[config.mk]
export PLATFORM = sky130hd
export DESIGN_NAME = adc_test_pattern_packer
export DESIGN_NICKNAME = d
export VERILOG_FILES = /design/src/rtl/adc_pkg.sv /design/src/rtl/sync_fifo_fwft.sv /design/src/rtl/adc_test_pattern_packer.sv
export SDC_FILE = /design/constraint.sdc
export NUM_CORES = 1
export LEC_CHECK = 0
export ABC_AREA = 1
export CORE_MARGIN = 3
export CORE_UTILIZATION = 50
export CTS_CLUSTER_SIZE = 20
export DETAILED_ROUTE_END_ITERATION = 12
export PLACE_DENSITY = 0.66
export SLEW_MARGIN = 20
export SYNTH_ARGS = -nofsm -noshare
export SYNTH_HDL_FRONTEND = slang
export SYNTH_SLANG_ARGS = --single-unit
[constraint.sdc]
create_clock -name clk -period 10 [get_ports clk]
set_input_delay 2 -clock clk [delete_from_list [all_inputs] [get_ports clk]]
set_output_delay 2 -clock clk [all_outputs]
set_load 0.02 [all_outputs]
[src/rtl/adc_pkg.sv]
// Shared definitions for the ADC test-pattern packer: mode/state encodings,
// pattern seeds and frame-geometry helpers.
package adc_pkg;

    typedef enum logic [1:0] {
        MODE_PASS  = 2'd0,
        MODE_RAMP  = 2'd1,
        MODE_CONST = 2'd2,
        MODE_WALK  = 2'd3
    } mode_e;

    typedef enum logic {
        ST_IDLE = 1'b0,
        ST_EMIT = 1'b1
    } state_e;

    function automatic int unsigned clog2(input int unsigned v);
        int unsigned r;
        r = 0;
        for (int unsigned p = 1; p < v; p = p << 1) r++;
        return r;
    endfunction

    function automatic int unsigned frame_words(input int unsigned num_ch, input int unsigned lanes);
        return (num_ch + lanes - 1) / lanes;
    endfunction

    // Callers truncate to SAMPLE_W, which yields the mod 2^SAMPLE_W behaviour.
    function automatic logic [63:0] seed(input int unsigned k);
        return 64'd2 << (5 * k);
    endfunction

    function automatic logic [63:0] walk_seed(input int unsigned k, input int unsigned sample_w);
        return 64'd1 << (k % sample_w);
    endfunction

endpackage

[src/rtl/sync_fifo_fwft.sv]
// First-word-fall-through synchronous FIFO with occupancy output.
// The head word reads as zero while the FIFO is empty.
module sync_fifo_fwft
    import adc_pkg::*;
#(
    parameter int unsigned WIDTH = 65,
    parameter int unsigned DEPTH = 16,
    localparam int unsigned AW = clog2(DEPTH)
) (
    input  logic             clk,
    input  logic             rst_n,
    input  logic             wr_en_i,
    input  logic [WIDTH-1:0] wr_data_i,
    input  logic             rd_en_i,
    output logic [WIDTH-1:0] rd_data_o,
    output logic             valid_o,
    output logic [AW:0]      level_o
);

    localparam logic [AW:0] FULL_LVL = (AW+1)'(DEPTH);

    logic [WIDTH-1:0] mem_q [DEPTH];
    logic [AW-1:0]    wr_ptr_q, rd_ptr_q;
    logic [AW:0]      level_q;
    logic             do_wr, do_rd;

    assign do_wr = wr_en_i && (level_q != FULL_LVL);
    assign do_rd = rd_en_i && (level_q != '0);

    always_ff @(posedge clk) begin
        if (do_wr) mem_q[wr_ptr_q] <= wr_data_i;
    end

    always_ff @(posedge clk or negedge rst_n) begin
        if (!rst_n) begin
            wr_ptr_q <= '0;
            rd_ptr_q <= '0;
            level_q  <= '0;
        end else begin
            if (do_wr) wr_ptr_q <= wr_ptr_q + 1'b1;
            if (do_rd) rd_ptr_q <= rd_ptr_q + 1'b1;
            if (do_wr && !do_rd)      level_q <= level_q + 1'b1;
            else if (do_rd && !do_wr) level_q <= level_q - 1'b1;
        end
    end

    assign valid_o   = (level_q != '0);
    assign rd_data_o = valid_o ? mem_q[rd_ptr_q] : '0;
    assign level_o   = level_q;

endmodule

[src/rtl/adc_test_pattern_packer.sv]
// ADC test-pattern source and packer: substitutes live samples or a generated
// pattern per channel, packs each channel set into OUT_W words and streams them.
module adc_test_pattern_packer
    import adc_pkg::*;
#(
    parameter int unsigned NUM_CH     = 3,
    parameter int unsigned SAMPLE_W   = 16,
    parameter int unsigned OUT_W      = 64,
    parameter int unsigned FIFO_DEPTH = 16,
    localparam int unsigned AW = clog2(FIFO_DEPTH)
) (
    input  logic                       clk,
    input  logic                       rst_n,
    input  logic                       enable_i,
    input  logic [1:0]                 mode_i,
    input  logic                       sample_valid_i,
    input  logic [NUM_CH*SAMPLE_W-1:0] sample_data_i,
    output logic                       out_valid_o,
    input  logic                       out_ready_i,
    output logic [OUT_W-1:0]           out_data_o,
    output logic                       out_last_o,
    output logic [AW:0]                fifo_level_o,
    output logic [31:0]                frame_cnt_o,
    output logic [15:0]                drop_cnt_o
);

    localparam int unsigned LANES       = OUT_W / SAMPLE_W;
    localparam int unsigned FRAME_WORDS = frame_words(NUM_CH, LANES);
    localparam int unsigned WW          = (FRAME_WORDS > 1) ? clog2(FRAME_WORDS) : 1;
    localparam int unsigned PW          = FRAME_WORDS * OUT_W;
    localparam logic [AW:0]   ROOM_LVL  = (AW+1)'(FIFO_DEPTH - FRAME_WORDS);
    localparam logic [WW-1:0] LAST_W    = WW'(FRAME_WORDS - 1);

    mode_e mode_cur, mode_q;
    logic  reload, fire;
    logic [NUM_CH*SAMPLE_W-1:0] frame_in;

    assign mode_cur = mode_e'(mode_i);
    assign reload   = !enable_i || (mode_cur != mode_q);
    assign fire     = sample_valid_i && enable_i;

    always_ff @(posedge clk or negedge rst_n) begin
        if (!rst_n) mode_q <= MODE_PASS;
        else        mode_q <= mode_cur;
    end

    // A pending reload is folded into the current value so a strobe coinciding
    // with a mode change emits the new mode's seed and steps from there.
    for (genvar k = 0; k < NUM_CH; k++) begin : g_ch
        localparam logic [SAMPLE_W-1:0] SEED_V = SAMPLE_W'(seed(k));
        localparam logic [SAMPLE_W-1:0] WALK_V = SAMPLE_W'(walk_seed(k, SAMPLE_W));

        logic [SAMPLE_W-1:0] gen_q, gen_d, cur_v;

        always_comb begin
            cur_v = reload ? ((mode_cur == MODE_WALK) ? WALK_V : SEED_V) : gen_q;
            gen_d = cur_v;
            if (fire) begin
                case (mode_cur)
                    MODE_RAMP: gen_d = cur_v + 1'b1;
                    MODE_WALK: gen_d = {cur_v[SAMPLE_W-2:0], cur_v[SAMPLE_W-1]};
                    default:   gen_d = cur_v;
                endcase
            end
        end

        always_ff @(posedge clk or negedge rst_n) begin
            if (!rst_n) gen_q <= SEED_V;
            else        gen_q <= gen_d;
        end

        assign frame_in[k*SAMPLE_W +: SAMPLE_W] =
            (mode_cur == MODE_PASS) ? sample_data_i[k*SAMPLE_W +: SAMPLE_W] : cur_v;
    end

    state_e            state_q, state_d;
    logic [WW-1:0]     widx_q, widx_d;
    logic [PW-1:0]     frame_q, frame_d, frame_pad;
    logic [31:0]       frame_cnt_q, frame_cnt_d;
    logic [15:0]       drop_cnt_q, drop_cnt_d;
    logic              wr_en, drop;
    logic [AW:0]       level;
    logic [OUT_W:0]    wr_word, head_word;

    always_comb begin
        frame_pad = '0;
        frame_pad[NUM_CH*SAMPLE_W-1:0] = frame_in;
    end

    always_comb begin
        state_d     = state_q;
        widx_d      = widx_q;
        frame_d     = frame_q;
        frame_cnt_d = frame_cnt_q;
        drop_cnt_d  = drop_cnt_q;
        wr_en       = 1'b0;
        drop        = 1'b0;
        if (state_q == ST_IDLE) begin
            if (fire) begin
                if (level <= ROOM_LVL) begin
                    frame_d = frame_pad;
                    widx_d  = '0;
                    state_d = ST_EMIT;
                end else begin
                    drop = 1'b1;
                end
            end
        end else begin
            wr_en = 1'b1;
            drop  = fire;
            if (widx_q == LAST_W) begin
                state_d     = ST_IDLE;
                frame_cnt_d = frame_cnt_q + 1'b1;
            end else begin
                widx_d = widx_q + 1'b1;
            end
        end
        if (drop && (drop_cnt_q != '1)) drop_cnt_d = drop_cnt_q + 1'b1;
    end

    always_ff @(posedge clk or negedge rst_n) begin
        if (!rst_n) begin
            state_q     <= ST_IDLE;
            widx_q      <= '0;
            frame_q     <= '0;
            frame_cnt_q <= '0;
            drop_cnt_q  <= '0;
        end else begin
            state_q     <= state_d;
            widx_q      <= widx_d;
            frame_q     <= frame_d;
            frame_cnt_q <= frame_cnt_d;
            drop_cnt_q  <= drop_cnt_d;
        end
    end

    assign wr_word = {widx_q == LAST_W, frame_q[widx_q*OUT_W +: OUT_W]};

    sync_fifo_fwft #(
        .WIDTH (OUT_W + 1),
        .DEPTH (FIFO_DEPTH)
    ) u_fifo (
        .clk       (clk),
        .rst_n     (rst_n),
        .wr_en_i   (wr_en),
        .wr_data_i (wr_word),
        .rd_en_i   (out_ready_i),
        .rd_data_o (head_word),
        .valid_o   (out_valid_o),
        .level_o   (level)
    );

    assign out_data_o   = head_word[OUT_W-1:0];
    assign out_last_o   = head_word[OUT_W];
    assign fifo_level_o = level;
    assign frame_cnt_o  = frame_cnt_q;
    assign drop_cnt_o   = drop_cnt_q;

endmodule

==> results by group <==
Clock network
  • Resized Gates After CTS: 0
  • CTS sink count: 928
  • Setup Buffers After CTS: 0
  • CTS tree: built
  • Root buffer cell: clkbuf_16
  • Total CTS buffers: 93
  • CTS clk-pin slew, worst paths: 0.06 ns
  • Hold-fix buffers, CTS: 0
  • Htree depth: 3
  • Clock buffer depth: 3
  • Worst skew pair latency: ~0.63 ns

Worst setup path
  • Crit path max-delay family: buffers and inverters
  • Worst EP arrival: just over 5 ns
  • WS Path Type: register to primary output
  • CP Launch Type: register
  • Crit Path Max Fanout: 181
  • Critical-path cell list: inv_8, buf_4, o21ai_0, o22ai_1, nor2_1, nor2_1, o21ai_0, a21oi_1, clkdlybuf4s50_1
  • CP startpoint: u_fifo.rd_ptr_q[0]
  • RR Startpoint: u_fifo.rd_ptr_q[0]
  • Critical Path End Type: primary output
  • Slowest-stage cell, CP: buf_4
  • Data required time of the critical path: approximately 8 ns
  • Worst Path Buf+Inv: 3
  • Worst stage delay on the critical path: 0.96 ns

Routing
  • Vias: 27.32k
  • Avg Vias per Cell: around 6
  • First DRT Iteration DRCs: 3364
  • Detail Route Antenna Nets: 0
  • DRC: 0
  • Final wirelength: roughly 110000 µm
  • Pre-Repair DR Iteration Count: 6
  • Drt wl/cell: 23.46 µm

Finish
  • Layout area overhead: 13.97%
  • Inserted Diodes: 0
  • Final Net Count: roughly 3.5k
  • Non-Filler Instances: 4513
  • Share of cells above drive strength 1: 7.092%
  • Final instance area: between 40000 and 50000 µm²

Yosys
  • Post-Synthesis Cell Area: 38900 µm²
  • Yosys top cell area share: about 59%
  • Synthesized flop and latch total: 928
  • Mean post-synth cell area: 11.71 µm²
  • Cell variety after synth: 51
  • Area leader, netlist: edfxtp_1
  • Post-synthesis sequential area ratio: between 60% and 70%
  • Synth top area cells: edfxtp_1 59%, dfrtp_1 10%, o21ai_0 5.8%, nor2_1 5.5%, o221ai_1 3.6%
  • YS warnings: 0
  • Syn Inst Count: approximately 3.3k

Global route
  • All-Layer GR Usage: 25.69%
  • Gr ovfl total: 0
  • Vias in the first global route: 26.86k
  • Largest net degree at the start of global routing: 207
  • First-pass GRT wire length: about 160000 µm
  • Initial antenna violation count: 0

STA
  • Hold_ws: about 0.50 ns
  • Final count of negative-setup-slack endpoints: 0
  • Rel. slew slack: 19.73%
  • Max frequency: 142.2 MHz
  • Fin Setup TNS: 0 ns
  • Fin crit period: 7.030 ns
  • Max-slew violation count: 0
  • Unrepaired setup endpoints after global routing: false
  • Fin Clk Skew: 0.02207 ns
  • Final hold violations: 0
  • Least-Margin Pin Slew: 1.200 ns
  • Part of the cycle the worst path needs: 70.30%

Power
  • Power Density: about 290 nW/µm²
  • Power Total: 12.82 mW
  • Worst VDD drop: 179.7 µV
  • LEAKAGE: 15.13 nW

Placement
  • Number of instances in the placed design: 4341
  • GP Congestion: between 0.9 and 1
  • Detail Placement HPWL: 56760 µm
  • Number of port buffers: 157
  • Area of placed instances: 41300 µm²

Floorplanning
  • Die outline height: 284.9 µm
  • Floorplan core area: 76450 µm²
  • Initial Util: between 50% and 60%
  • DIE AREA: 81190 µm²
  • Chip width: 284.9 µm
  • Row count: 101
  • Top-Level Pins: ~170

Outcome
  • Status: completed

Min path
  • Min-Delay Path Class: register to register
  • Worst Hold Launch: drop_cnt_o[4]

Flow run
  • Maxcap violations: 0
## per-stage QoR
step	setup slack (ns)	utilization [%]
2_1_floorplan	6.041	-
3_3_place_gp	3.773	54.03
3_5_place_dp	3.705	54.03
4_1_cts	3.022	57.96
5_1_grt	2.680	57.99
6_report	2.970	57.99
## sequential cells by signal, summed over array words and instances (netlist names)
register	cells
drop_cnt_o	16
frame_cnt_o	32
frame_q	48
g_ch.gen_q	48
mode_q	2
state_q	1
u_fifo.level_o	5
u_fifo.mem_q	768
u_fifo.rd_ptr_q	4
u_fifo.wr_ptr_q	4
## cell families (layout without fill, tap and decap cells)
| group | count (synthesis) | in the layout | share of synthesized area, % |
|---|---|---|---|
| and+or+nand+nor | 1110 | 1110 | 12.05 |
| xor gates and xnor gates | 52 | 52 | 1.171 |
| muxes | 1 | 1 | 0.02573 |
| buffers and inverters | 377 | 522 | 4.020 |
| DFF | 928 | 928 | 69.59 |
| AOI/OAI and AO/OA | 842 | 842 | 12.74 |
| adders and majority gates | 12 | 12 | 0.4053 |
| other | 1 | 16 | 0.009640 |
## worst paths after layout
check                                     end  slack, ns  cells after the start
setup / recovery               out_data_o[34]       2.97                      9
hold / removal                  drop_cnt_o[4]       0.50                      1
setup reg to reg           u_fifo.rd_ptr_q[0]       6.89                      3
hold reg to reg                 drop_cnt_o[4]       0.50                      1
max in group asynchronous  u_fifo.rd_ptr_q[1]       6.80                      3
min in group asynchronous    g_ch[1].gen_q[8]       1.41                      1
## worst register-to-register path, stage by stage, from the launching register on
cell and delay [ns]:
dfrtp_4 0.73, inv_8 0.87, buf_4 1.12, xor2_1 0.23
## layout make-up
class,count,area [µm²]
Clock buffer,117,2469
Clock inverter,54,536.8
Fill cell,6141,32120
Inverter,155,593.1
Multi-Input combinational cell,2033,10460
Sequential cell,928,27080
Tap cell,1030,1289
Timing Repair Buffer,196,1907
## per-layer routing
layer  part of all wire (%)  track usage, %  vias up
met5                      0               0        -
met2                     48           41.60     1391
met4                    2.1           7.229        0
met3                    8.8           3.405      156
li1                       -               -    12190
met1                     41           36.84    13580
## report_power, final
part / internal, mW / leakage, nW / switching [mW] / total, mW
Sequential: 4.92 / 8.97 / 0.711 / 5.63
Combinational: 1.25 / 4.71 / 2.51 / 3.76
Clock: 1.99 / 1.46 / 1.44 / 3.42
Total: 8.16 / 15.1 / 4.66 / 12.8
## cells in the mapped netlist, drive strengths merged
| cell type | count |
|---|---|
| edfxtp | 768 |
| inv | 153 |
| dfstp | 3 |
| dfrtp | 157 |
| or2 | 2 |
| ha | 11 |
| nor3 | 22 |
| nor2 | 592 |
| conb | 1 |
| nand2 | 277 |
| a21boi | 1 |
| and2 | 1 |
| xor2 | 37 |
| nand3 | 182 |
| a211o | 1 |
| and3 | 1 |
| mux2i | 1 |
| o22ai | 53 |
| clkinv | 2 |
| a31oi | 3 |
| a22oi | 5 |
| o21bai | 2 |
| a21oi | 147 |
| a21o | 2 |
| buf | 64 |
| clkbuf | 158 |
| nor3b | 1 |
| o221ai | 162 |
| o211ai | 4 |
| nand3b | 1 |
| o21a | 8 |
| xnor2 | 15 |
| o21ai | 454 |
| nand4 | 26 |
| fa | 1 |
| nor4 | 5 |
## placed cells by master (no fill, tap or decap), types with 8 or more instances in the layout
| master | instances |
|---|---|
| clkbuf_1 | 20 |
| o21a_1 | 8 |
| conb_1 | 16 |
| clkinv_2 | 18 |
| nand2_1 | 273 |
| a21oi_1 | 146 |
| clkbuf_16 | 94 |
| o221ai_1 | 162 |
| inv_1 | 143 |
| nor2_4 | 21 |
| edfxtp_1 | 768 |
| nand4_1 | 26 |
| nor3_1 | 21 |
| buf_4 | 35 |
| nand3_1 | 171 |
| o21ai_0 | 450 |
| ha_1 | 11 |
| clkdlybuf4s50_1 | 156 |
| nor2_1 | 554 |
| nor2_2 | 16 |
| xor2_1 | 37 |
| dfrtp_1 | 154 |
| nand3_2 | 9 |
| o22ai_1 | 53 |
| clkinv_1 | 18 |
| bufinv_16 | 9 |
| xnor2_1 | 15 |
Power figures use the tool's default switching activity.
